`src/rtl/axi_lite_to_ahb_bridge.sv`:
```
// AXI4-Lite slave to AHB-Lite master bridge: one outstanding AXI read or write
// is turned into a single AHB-Lite transfer, and the AHB response is returned
// as RRESP/BRESP.
module axi_lite_to_ahb_bridge #(
  parameter int unsigned ADDR_WIDTH = 32
) (
  input  logic                  clk,
  input  logic                  reset,
  // AXI4-Lite write address / data / response
  input  logic [ADDR_WIDTH-1:0] awaddr,
  input  logic [2:0]            awprot,
  input  logic                  awvalid,
  output logic                  awready,
  input  logic [31:0]           wdata,
  input  logic [3:0]            wstrb,
  input  logic                  wvalid,
  output logic                  wready,
  output logic [1:0]            bresp,
  output logic                  bvalid,
  input  logic                  bready,
  // AXI4-Lite read address / data
  input  logic [ADDR_WIDTH-1:0] araddr,
  input  logic [2:0]            arprot,
  input  logic                  arvalid,
  output logic                  arready,
  output logic [31:0]           rdata,
  output logic [1:0]            rresp,
  output logic                  rvalid,
  input  logic                  rready,
  // AHB-Lite master
  output logic [ADDR_WIDTH-1:0] haddr,
  output logic [1:0]            htrans,
  output logic                  hwrite,
  output logic [2:0]            hsize,
  output logic [2:0]            hburst,
  output logic [3:0]            hprot,
  output logic [31:0]           hwdata,
  input  logic [31:0]           hrdata,
  input  logic                  hready,
  input  logic                  hresp
);

  typedef enum logic [2:0] {
    StIdle, StWaddr, StWdata, StBresp, StRaddr, StRdata, StRresp
  } state_e;

  state_e                state_q, state_d;
  logic                  last_wr_q;  // 1: the most recent grant went to the write side
  logic [ADDR_WIDTH-1:0] haddr_q;
  logic [2:0]            hsize_q;
  logic [3:0]            hprot_q;
  logic                  hwrite_q;
  logic [31:0]           hwdata_q;
  logic [1:0]            bresp_q, rresp_q;
  logic [31:0]           rdata_q;

  logic       wr_elig, rd_elig, grant_wr, grant_rd;
  logic       strb_ok;
  logic [2:0] strb_size;
  logic [1:0] strb_lo;

  // axprot[1] (secure/non-secure) has no AHB-Lite counterpart
  logic unused_prot;
  assign unused_prot = ^{awprot[1], arprot[1]};

  // Round-robin grant, only in IDLE; write needs both address and data present
  always_comb begin
    wr_elig  = awvalid & wvalid;
    rd_elig  = arvalid;
    grant_wr = (state_q == StIdle) & wr_elig & (~rd_elig | ~last_wr_q);
    grant_rd = (state_q == StIdle) & rd_elig & ~grant_wr;
  end

  // Map the write strobe onto an AHB size and low address bits
  always_comb begin
    strb_ok   = 1'b1;
    strb_size = 3'b010;
    strb_lo   = 2'b00;
    case (wstrb)
      4'b1111: ;
      4'b0011: strb_size = 3'b001;
      4'b1100: begin strb_size = 3'b001; strb_lo = 2'b10; end
      4'b0001: strb_size = 3'b000;
      4'b0010: begin strb_size = 3'b000; strb_lo = 2'b01; end
      4'b0100: begin strb_size = 3'b000; strb_lo = 2'b10; end
      4'b1000: begin strb_size = 3'b000; strb_lo = 2'b11; end
      default: strb_ok = 1'b0;
    endcase
  end

  // Next-state logic
  always_comb begin
    state_d = state_q;
    unique case (state_q)
      StIdle: begin
        if (grant_wr)      state_d = strb_ok ? StWaddr : StBresp;
        else if (grant_rd) state_d = StRaddr;
      end
      StWaddr: if (hready) state_d = StWdata;
      StWdata: if (hready) state_d = StBresp;
      StBresp: if (bready) state_d = StIdle;
      StRaddr: if (hready) state_d = StRdata;
      StRdata: if (hready) state_d = StRresp;
      StRresp: if (rready) state_d = StIdle;
      default: state_d = StIdle;
    endcase
  end

  // State register
  always_ff @(posedge clk) begin
    if (reset) state_q <= StIdle;
    else       state_q <= state_d;
  end

  // Request capture at grant, response capture on the last data-phase cycle
  always_ff @(posedge clk) begin
    if (reset) begin
      last_wr_q <= 1'b0;
      haddr_q   <= '0;
      hsize_q   <= 3'b010;
      hprot_q   <= 4'b0000;
      hwrite_q  <= 1'b0;
      hwdata_q  <= 32'h0;
      bresp_q   <= 2'b00;
      rresp_q   <= 2'b00;
      rdata_q   <= 32'h0;
    end else begin
      if (grant_wr) begin
        last_wr_q <= 1'b1;
        haddr_q   <= {awaddr[ADDR_WIDTH-1:2], strb_lo};
        hsize_q   <= strb_size;
        hprot_q   <= {2'b00, awprot[0], ~awprot[2]};
        hwrite_q  <= 1'b1;
        hwdata_q  <= wdata;
        // Unsupported strobe skips the AHB side entirely
        if (!strb_ok) bresp_q <= 2'b10;
      end
      if (grant_rd) begin
        last_wr_q <= 1'b0;
        haddr_q   <= {araddr[ADDR_WIDTH-1:2], 2'b00};
        hsize_q   <= 3'b010;
        hprot_q   <= {2'b00, arprot[0], ~arprot[2]};
        hwrite_q  <= 1'b0;
      end
      if (state_q == StWdata && hready) bresp_q <= hresp ? 2'b10 : 2'b00;
      if (state_q == StRdata && hready) begin
        rresp_q <= hresp ? 2'b10 : 2'b00;
        rdata_q <= hrdata;
      end
    end
  end

  // Output drive
  always_comb begin
    awready = grant_wr;
    wready  = grant_wr;
    arready = grant_rd;
    bvalid  = (state_q == StBresp);
    bresp   = bresp_q;
    rvalid  = (state_q == StRresp);
    rresp   = rresp_q;
    rdata   = rdata_q;
    htrans  = (state_q == StWaddr || state_q == StRaddr) ? 2'b10 : 2'b00;
    haddr   = haddr_q;
    hwrite  = hwrite_q;
    hsize   = hsize_q;
    hburst  = 3'b000;
    hprot   = hprot_q;
    hwdata  = hwdata_q;
  end

endmodule

```
`config.mk`:
```
export PLATFORM = sky130hd
export DESIGN_NAME = axi_lite_to_ahb_bridge
export DESIGN_NICKNAME = d
export VERILOG_FILES = /design/src/rtl/axi_lite_to_ahb_bridge.sv
export SDC_FILE = /design/constraint.sdc
export NUM_CORES = 1
export LEC_CHECK = 0
export ABC_AREA = 1
export CAP_MARGIN = 20
export CORE_MARGIN = 5
export CORE_UTILIZATION = 40
export DETAILED_ROUTE_END_ITERATION = 8
export PLACE_DENSITY = 0.82
export RECOVER_POWER = 50
export SLEW_MARGIN = 25
export SYNTH_ARGS = -nofsm -noshare
export SYNTH_HDL_FRONTEND = slang
export SYNTH_SLANG_ARGS = --single-unit
```
`constraint.sdc`:
```
create_clock -name clk -period 3.1 [get_ports clk]
set_clock_uncertainty 0.2 [all_clocks]
set_input_delay 0.465 -clock clk [delete_from_list [all_inputs] [get_ports clk]]
set_output_delay 0.465 -clock clk [all_outputs]
set_load 0.01 [all_outputs]
```
==> results.py <==
metrics = {
    "cells_and_area": {
        "mostFrequentLayoutCells": "174 x clkdlybuf4s50_1, 162 x nor2_1, 106 x dfxtp_1",
        "stdcell_count": 965,
        "diodes": 0,
        "fill_cells": 834,
        "utilization": 0.676,
        "seq_area_um2": 2120,
        "finish.net_count": 971,
        "drive_above_1_share": 0.0338,
        "syn_to_final_growth_pct": 64.5,
        "final_common_cell": "clkdlybuf4s50_1",
        "multi_input_area_um2": 1830,
    },
    "placement": {
        "globalplace.congestion": 0.870,
        "hpwl_um": 11000,
        "dp_slack_ps": 399,
        "dp.cells": 949,
        "io_buffers": 249,
    },
    "worst_hold_path": {
        "hold_depth": 2,
        "hold_start": "hsize[1]",
        "hold_path_class": "reg -> reg",
    },
    "global_route": {
        "grt_pass1_wl_um": 22800,
        "overflow": 0,
        "first_global_vias": 4675,
        "grt_usage": 0.218,
        "antenna_found_initial": 0,
        "grt_max_degree": 67,
    },
    "die": {
        "start_util": 0.411,
        "num_rows": 37,
        "coreArea_um2": 10300,
        "io_pins": 265,
        "die_area_um2": 12800,
        "die_w_um": 113,
        "die_y_um": 113,
    },
    "critical_path": {
        "cp_max_fo": 7,
        "cp.arrival_ps": 2080,
        "cp-end-kind": "output port",
        "critical_path_required_ps": 2430,
        "reg2reg_depth": 8,
        "rr_startpoint": "state_q[1]",
        "cp-startpoint": "state_q[1]",
        "worstSetupStartpointType": "flip-flop",
        "path_class": "reg -> out",
    },
    "power": {
        "pwr_density_cell_nw_per_um2": 685,
        "vdd_drop_max_mv": 0.499,
        "power.leakage_nw": 2.98,
    },
    "drt": {
        "num_vias": 4766,
        "drt_iter0_markers": 305,
        "first_pass_iters": 6,
        "drc": 0,
        "routedWlPerCell_um": 15.1,
        "ant_nets": 0,
        "avgViaCountPerCell": 4.94,
        "drt-total-wl_um": 14600,
    },
    "clock_network": {
        "clock_latency_ps": 350,
        "numCtsBuffers": 9,
        "clock-sinks": 106,
        "cts.clk_slew.worst_paths_ps": 100,
        "cts_tree": "yes",
        "clockBufferDepth": 2,
        "cts-root-buf": "clkbuf_8",
        "cts_hold_buf": 0,
        "htreeDepth": 3,
        "cts_setup_buffers": 0,
        "cts_resized": 0,
    },
    "timing": {
        "worst_pin_slew_ps": 1380,
        "period_minus_slack_ps": 2740,
        "rsz0062_at_grt": "no",
        "maxSlewViolCount": 0,
        "final-setup-viol-count": 0,
        "setup_ws_ps": 357,
        "fmax_ghz": 0.365,
        "hold_viol": 0,
        "setup_tns_ps": 0,
        "whs_ps": 266,
        "fin_crit_sh": 0.885,
        "slew_headroom": 0.0821,
    },
    "synthesis": {
        "ys_ff_latch": 106,
        "avgSynthCellArea_um2": 7.15,
        "syn_inst": 594,
        "synth_seq_area_share": 0.500,
        "yosysUniqueCellTypes": 23,
        "ys.warnings.count": 0,
        "syn_area_um2": 4250,
    },
    "run_status": {
        "outcome": "completed",
    },
    "flow_run": {
        "cap_violations": 0,
    },
}
-- cells by family after synthesis --
logic type	count (synthesis)	share of synthesized area
flops	106	0.500
other cells	1	0.000883
buf+inv	70	0.0757
simple gates	265	0.243
compound gates	152	0.181
-- cells in the mapped netlist (all sizes together) --
| cell type | instances | area share |
|---|---|---|
| a21oi | 59 | 0.070 |
| o21a | 1 | 0.0018 |
| a211oi | 1 | 0.0018 |
| inv | 24 | 0.021 |
| o21ai | 89 | 0.10 |
| buf | 23 | 0.034 |
| nor2 | 163 | 0.14 |
| o22ai | 1 | 0.0015 |
| clkbuf | 23 | 0.021 |
| a31oi | 1 | 0.0015 |
| conb | 1 | 0.00088 |
| nand4 | 3 | 0.0044 |
| nand3 | 5 | 0.0059 |
| nor3 | 2 | 0.0050 |
| nand2 | 92 | 0.083 |
| dfxtp | 106 | 0.50 |
-- flip-flops by register name, indices dropped and copies added, names as in the netlist --
| register | cells |
|---|---|
| hwdata | 32 |
| rresp | 1 |
| haddr | 32 |
| state_q | 3 |
| bresp | 1 |
| hsize | 2 |
| hprot | 2 |
| rdata | 32 |
| hwrite | 1 |
-- layer usage --
layer	track usage	wire length, um	vias up
met4	0.0729	326	0
met2	0.381	6940	236
met3	0.0813	1620	27
met1	0.243	5710	2157
met5	0	0	-
li1	-	-	2346
-- worst max-delay path: stages (launching register included) --
cell and delay, ps:
dfxtp_1 450, inv_1 150, nand2_1 200, nor2_1 80, nand2_2 70, nand2_1 110
inv_2 110, clkdlybuf4s50_1 560
-- final cells by class --
cell class | instances | share of cell area
repair buffers | 257 | 0.366
flip-flops and latches | 106 | 0.304
multi-input cells | 426 | 0.262
well taps | 136 | 0.0244
clock buffers | 11 | 0.0217
inverters | 24 | 0.0129
clock inverters | 5 | 0.00878
-- path summary, 6_finish.rpt --
kind,end,slack (ps)
max,arready,360
min reg2reg,hsize[1],270
max reg2reg,rdata[1],510
min,hsize[1],270
-- report_power, final --
| group | internal (W) | leakage (nW) | switching, W |
|---|---|---|---|
| clock | 0.000421 | 0.0982 | 0.000470 |
| combinational | 0.000947 | 2.02 | 0.00110 |
| sequential | 0.00167 | 0.866 | 0.000169 |
| total | 0.00304 | 2.98 | 0.00174 |
-- per-stage QoR --
| stage | instance area, um^2 | total power [W] |
|---|---|---|
| floorplan | 4280 | 0.00295 |
| global placement | 6780 | 0.00394 |
| detailed placement | 6780 | 0.00401 |
| CTS | 6990 | 0.00491 |
| global route | 6980 | 0.00513 |
| finish | 6980 | 0.00478 |
Note: power is estimated with default switching activity, not from simulation.
